==> src/rtl/riscv_pkg.sv <==
// rtl/riscv_pkg.sv - funct3 load/store encodings, LSU state encoding and size decode helpers.
package riscv_pkg;

   localparam logic [2:0] F3_B  = 3'b000;
   localparam logic [2:0] F3_H  = 3'b001;
   localparam logic [2:0] F3_W  = 3'b010;
   localparam logic [2:0] F3_BU = 3'b100;
   localparam logic [2:0] F3_HU = 3'b101;

   typedef enum logic {
      IDLE = 1'b0,
      BUSY = 1'b1
   } lsu_state_t;

   // Reserved encodings (011, 110, 111) fall through to word.
   function automatic logic is_byte(input logic [2:0] f3);
      return (f3 == F3_B) || (f3 == F3_BU);
   endfunction

   function automatic logic is_half(input logic [2:0] f3);
      return (f3 == F3_H) || (f3 == F3_HU);
   endfunction

endpackage

==> src/rtl/load_align.sv <==
// rtl/load_align.sv - load lane select with sign/zero extension.
module load_align
   import riscv_pkg::*;
(
   input  logic [31:0] rdata,
   input  logic [1:0]  offset,
   input  logic [2:0]  f3,
   output logic [31:0] data
);

   logic [7:0]  lane_b;
   logic [15:0] lane_h;

   always_comb begin
      lane_b = 8'(rdata >> {offset, 3'b000});
      lane_h = offset[1] ? rdata[31:16] : rdata[15:0];
      case (f3)
         F3_B:    data = {{24{lane_b[7]}}, lane_b};
         F3_BU:   data = {24'h0, lane_b};
         F3_H:    data = {{16{lane_h[15]}}, lane_h};
         F3_HU:   data = {16'h0, lane_h};
         F3_W:    data = rdata;
         default: data = rdata;
      endcase
   end

endmodule

==> src/rtl/load_store_unit.sv <==
// rtl/load_store_unit.sv - single-outstanding data memory load/store unit with bus timeout.
// Optional MISALIGN_TRAP_EN: reject misaligned halfword/word accesses with a misalign pulse.
module load_store_unit
   import riscv_pkg::*;
#(
   parameter int TIMEOUT = 255
) (
   input  logic        clk,
   input  logic        rst,
   input  logic [31:0] aluResIn,
   input  logic        memRead,
   input  logic        memWrite,
   input  logic [2:0]  funct3,
   input  logic [31:0] storeData,
   input  logic [4:0]  rdIn,
   input  logic        regWriteIn,
   output logic        dmemReq,
   output logic        dmemWe,
   output logic [31:0] dmemAddr,
   output logic [31:0] dmemWdata,
   output logic [3:0]  dmemBe,
   input  logic        dmemReady,
   input  logic [31:0] dmemRdata,
   output logic        stall,
   output logic [31:0] wbData,
   output logic [4:0]  wbRd,
   output logic        wbRegWrite,
   output logic        busErr,
   output logic        misalign
);

   localparam logic [7:0] TO_LAST = 8'(TIMEOUT - 1);

   lsu_state_t  state, state_nxt;
   logic [31:0] addr_q, data_q;
   logic [2:0]  f3_q;
   logic [4:0]  rd_q;
   logic        rw_q, store_q;
   logic [7:0]  cnt;
   logic        mem_op, misal;
   logic [31:0] load_data;

   assign mem_op = memRead | memWrite;

`ifdef MISALIGN_TRAP_EN
   assign misal = mem_op &&
                  ((is_half(funct3) && aluResIn[0]) ||
                   (!is_byte(funct3) && !is_half(funct3) && (aluResIn[1:0] != 2'b00)));
`else
   assign misal = 1'b0;
`endif

   // Combinational controls are gated by rst so an abandoned access drops off the bus at once.
   always_comb begin
      state_nxt = state;
      stall     = 1'b0;
      busErr    = 1'b0;
      misalign  = 1'b0;
      case (state)
         IDLE: begin
            if (mem_op && !rst) begin
               if (misal) begin
                  misalign = 1'b1;
               end else begin
                  stall     = 1'b1;
                  state_nxt = BUSY;
               end
            end
         end
         BUSY: begin
            if (dmemReady) begin
               state_nxt = IDLE;
            end else if (cnt == TO_LAST) begin
               state_nxt = IDLE;
               busErr    = 1'b1;
            end else begin
               stall = 1'b1;
            end
         end
      endcase
   end

   assign dmemReq  = (state == BUSY);
   assign dmemWe   = (state == BUSY) && store_q;
   assign dmemAddr = {addr_q[31:2], 2'b00};

   always_comb begin
      dmemBe    = 4'b1111;
      dmemWdata = data_q;
      if (store_q) begin
         if (is_byte(f3_q)) begin
            dmemBe    = 4'b0001 << addr_q[1:0];
            dmemWdata = {4{data_q[7:0]}};
         end else if (is_half(f3_q)) begin
            dmemBe    = 4'b0011 << {addr_q[1], 1'b0};
            dmemWdata = {2{data_q[15:0]}};
         end
      end
   end

   load_align u_load_align (
      .rdata  (dmemRdata),
      .offset (addr_q[1:0]),
      .f3     (f3_q),
      .data   (load_data)
   );

   always_ff @(posedge clk or posedge rst) begin
      if (rst) begin
         state      <= IDLE;
         addr_q     <= '0;
         data_q     <= '0;
         f3_q       <= '0;
         rd_q       <= '0;
         rw_q       <= 1'b0;
         store_q    <= 1'b0;
         cnt        <= '0;
         wbData     <= '0;
         wbRd       <= '0;
         wbRegWrite <= 1'b0;
      end else begin
         state <= state_nxt;
         case (state)
            IDLE: begin
               if (!mem_op) begin
                  wbData     <= aluResIn;
                  wbRd       <= rdIn;
                  wbRegWrite <= regWriteIn;
               end else if (misal) begin
                  wbRegWrite <= 1'b0;
               end else begin
                  addr_q  <= aluResIn;
                  data_q  <= storeData;
                  f3_q    <= funct3;
                  rd_q    <= rdIn;
                  rw_q    <= regWriteIn;
                  store_q <= memWrite;
                  cnt     <= '0;
               end
            end
            BUSY: begin
               if (dmemReady) begin
                  if (store_q) begin
                     wbRegWrite <= 1'b0;
                  end else begin
                     wbData     <= load_data;
                     wbRd       <= rd_q;
                     wbRegWrite <= rw_q;
                  end
               end else if (cnt == TO_LAST) begin
                  wbRegWrite <= 1'b0;
               end else begin
                  cnt <= cnt + 8'd1;
               end
            end
         endcase
      end
   end

endmodule
==> config.mk <==
export PLATFORM = sky130hd
export DESIGN_NAME = load_store_unit
export DESIGN_NICKNAME = d
export VERILOG_FILES = /design/src/rtl/riscv_pkg.sv /design/src/rtl/load_align.sv /design/src/rtl/load_store_unit.sv
export SDC_FILE = /design/constraint.sdc
export NUM_CORES = 1
export LEC_CHECK = 0
export ABC_CLOCK_PERIOD_IN_PS = 5930
export CAP_MARGIN = 10
export CORE_AREA = 2 2 148 150
export CTS_BUF_LIST = sky130_fd_sc_hd__clkbuf_8 sky130_fd_sc_hd__clkbuf_16
export CTS_CLUSTER_SIZE = 30
export DETAILED_ROUTE_END_ITERATION = 8
export DIE_AREA = 0 0 150 152
export PLACE_DENSITY = 0.68
export SLEW_MARGIN = 20
export SYNTH_ARGS = -nofsm -noshare
export SYNTH_HDL_FRONTEND = slang
export SYNTH_SLANG_ARGS = --single-unit
==> constraint.sdc <==
create_clock -name clk -period 5.93 [get_ports clk]
set_clock_uncertainty 0.15 [all_clocks]
set_input_delay 1.779 -clock clk [delete_from_list [all_inputs] [get_ports clk]]
set_output_delay 1.779 -clock clk [all_outputs]
set_load 0.02 [all_outputs]
==> results of run 1 <==
## cell families (layout without fill, tap and decap cells)
kind of cell / count (synthesis) / in the layout
simple gates: 372 / 372
compound gates: 121 / 121
flops: 121 / 121
buf+inv: 91 / 265
mux: 32 / 32
fa+ha+maj: 2 / 2
other cells: 1 / 3
xor+xnor: 1 / 1
## power by group
| part | total (W) | internal [W] | leakage (nW) | switching [W] |
|---|---|---|---|---|
| logic | 0.00134 | 0.000611 | 2.32 | 0.000725 |
| clock network | 0.00104 | 0.000672 | 0.300 | 0.000371 |
| registers | 0.00119 | 0.00102 | 1.48 | 0.000161 |
## cells in the final DEF (no fill, tap or decap), types with 4 or more instances in the layout
cell             Yosys  final
a21o_1               6      6
a21oi_1             19     19
a22oi_1             23     23
a31oi_1              4      4
buf_4               44     11
clkbuf_16            0     17
clkdlybuf4s50_1      0    217
dfrtp_1            121    120
inv_1                5      8
mux2_2              15     15
mux2i_1             16     16
nand2_1            310    310
nand2b_1             6      6
nand3_1             12     12
nor2_1              11     10
nor2b_1              4      4
o211ai_1             4      4
o21ai_0             47     47
o221ai_1             5      5
or4_1                7      7
## how the worst max path moves through the flow
stage | start | endpoint | slack, ns | depth (start not counted)
after CTS | memRead | stall | 0.37 | 5
final | memRead | stall | 0.37 | 5
after floorplan | rst | addr_q[0] | 0.79 | 1
after global placement | memRead | stall | 0.40 | 5
after global routing | memRead | stall | 0.32 | 5
after detailed placement | memRead | stall | 0.40 | 5
## layer usage
metal | up-vias | track usage, %
met2 | 239 | 30.59
met5 | - | 0
met4 | 4 | 5.121
li1 | 2738 | -
met1 | 2725 | 23.28
met3 | 27 | 6.456
## worst reg2reg max path: stages, from the launching register on
cell and delay [ns]:
dfrtp_2 0.59, buf_4 0.44, and3b_1 0.37, or2_2 0.60, o21ai_0 0.26, a22oi_1 0.23
## flip-flops by register name (all words and copies together), names as in the netlist
signal,cells
f3_q,3
rd_q,5
addr_q,32
wbRd,5
wbData,32
wbRegWrite,1
store_q,1
data_q,32
rw_q,1
cnt,8
dmemReq,1
## metrics by stage
stage	power [W]	utilization [%]	cell area, µm²	cells
3_3_place_gp	0.002518	39.17	8363	1165
3_5_place_dp	0.002544	39.30	8391	1166
6_report	0.003565	42.05	8979	1197
4_1_cts	0.003605	42.05	8979	1197
2_1_floorplan	0.001942	-	6285	743
5_1_grt	0.003760	42.05	8979	1197
## layout make-up
class	instances	share of cell area, %
multi-input cells	531	30.16
clock buffers	19	5.045
well taps	280	3.902
inverters	5	0.2369
flip-flops and latches	121	33.74
repair buffers	229	25.42
clock inverters	12	1.505
==> impl_results.md, run 1 <==
* Status: completed
* Worst path arrival time at 3.63 ns
* Post-Syn Area at 6277 µm²
* Post-synth top area cell: dfrtp_1
* Mapped Cells at 741
* RSZ-0062 raised after global routing: no
* WL/cell at 17.96 µm
* Slew margin rel. at 30.65%
* Async set-or-reset flop fraction in the synthesized netlist at 100.0%
* Post-route DRC at 0
* Starting density of the core at 29.40%
* Buffer count from post-CTS setup fixing at 0
* Top cell by count, worst path: clkdlybuf4s50_1
* Fillers at 2,115
* Rows at 54
* Met3 wire len at 2.039 mm
* Final setup violation count at 0
* WS Path Type: primary input to output port
* Largest family of logic cells by synthesized area: simple AND/OR/NAND/NOR gates
* Cts hold-fix bufs at 0
* Met1 WL at 8.893 mm
* CP endpoint kind: output port
* Total number of vias at 5,733
* TNS Setup at 0 ns
* CTS H-tree depth at 4
* Met2 wire length at 10.20 mm
* CP Launch Type: primary input
* Max Clk Rate at 179.7 MHz
* All-Layer GR Usage at 18.65%
* Minimum clock period at 5.564 ns
* Crit path max-delay family: buffers and inverters
* Capturing point of the worst reg2reg path: wbData[19]
* DP Worst Slack at 0.3999 ns
* Post-DP HPWL at 15.45 mm
* Hold Vio Cnt, Final at 0
* Placer Congestion at 0.8168
* Die height at 152 µm
* Commonest register cell after synthesis: dfrtp_1
* P_leak at 4.103 nW
* Iter 0 DRT Violations at 261
* Root buf cell: clkbuf_16
* Remaining Overflow, GRT at 0
* Vias per cell at 4.789
* Most common cell in the netlist: nand2_1
* Compound-Gate Fraction of Synth Area at 12.24%
* Largest net degree at the start of global routing at 81
* Reg-to-reg slack, setup at 3.21 ns
* Hold path startpoint: data_q[21]
* Register area share after synthesis at 48.24%
* Count of unique library cells instantiated by Yosys at 53
* Initial antenna violation count at 2
* Post-synthesis adder-cell area fraction at 0.3986%
* Worst path max stage delay at 0.65 ns
* Vias in the first global route at 5,680
* Antenna-violating nets left at 0
* Latest clock arrival within the worst-skew pair at 0.41 ns
* DR top layer: met5
* Clock buffer depth at 2
* Clock edge transition at the registers on the reported setup and hold paths at 0.06 ns
* Max-Cap Viols at 0
* Hold Path Depth at 2
* Die W at 150 µm
* N_diodes at 0
* Reg2Reg Depth at 5
* Worst Path Required at 4.00 ns
* EDFF count, synth at 0
* Routed WL at 21.50 mm
* First-pass GRT wire length at 32.87 mm
* Hold slack at 0.3211 ns
* Register area at 3029 µm²
* Area grow syn2layout at 43.03%
* Launching point of the worst reg2reg path: dmemReq
* Final slew viol count at 0
* Xor-xnor portion of the synthesized cell area at 0.1395%
* PortBufs at 217
* CTS tree: yes
* Area contributors post-synth: dfrtp_1 48%, nand2_1 19%, buf_4 5.3%
* # clock sinks at 121
* Share of layout cells above drive strength 1 at 7.525%
* Syn_area_per_cell at 8.471 µm²
* Worst vdd ir at 174.2 µV
* PostCTS Resize Cnt at 0
* First-pass detailed-route iteration total at 5
* Mux contribution to synthesized area at 5.461%
* Seq cells post-synth at 121
* Footprint of the multi-input gates at 2708 µm²
* Simple-gate portion of the synthesized area at 24.60%
* Core region area at 21,350 µm²
* Cells along the critical path: clkdlybuf4s50_1, nor2_1, or2_2, o21ai_0, clkdlybuf4s50_1
* CP Max Fanout at 2
* Commonest cells post-synth: 310 x nand2_1, 121 x dfrtp_1, 47 x o21ai_0, 44 x buf_4, 23 x a22oi_1
* Hold Path Class: register to register
* Die ar. at 22,800 µm²
* Final worst slack at 0.3664 ns
* NumNets Final at 1,017
* Hold Path End: data_q[21]
* Slew @ Worst Pin at 1.040 ns
* Warnings from Yosys at 0
* Top Ports at 221
* Critical path's slowest cell: clkdlybuf4s50_1
* Power per cell area at 397.0 nW/µm²
* Worst path bufs/invs at 2
* Number of buffers created by CTS at 17
* Share of the synthesized area in the top cell type at 48.24%
* Tcrit/Tclk final at 93.82%
(Power assumes the default switching activity.)
==> run 2: changes to the inputs <==
--- a/config.mk
+++ b/config.mk
@@ -6,7 +6,6 @@
 export NUM_CORES = 1
 export LEC_CHECK = 0
 export ABC_CLOCK_PERIOD_IN_PS = 5930
-export CAP_MARGIN = 10
 export CORE_AREA = 2 2 148 150
 export CTS_BUF_LIST = sky130_fd_sc_hd__clkbuf_8 sky130_fd_sc_hd__clkbuf_16
 export CTS_CLUSTER_SIZE = 30
==> results of run 2 <==
The final DEF is identical to that of run 1; final timing and power are the same.
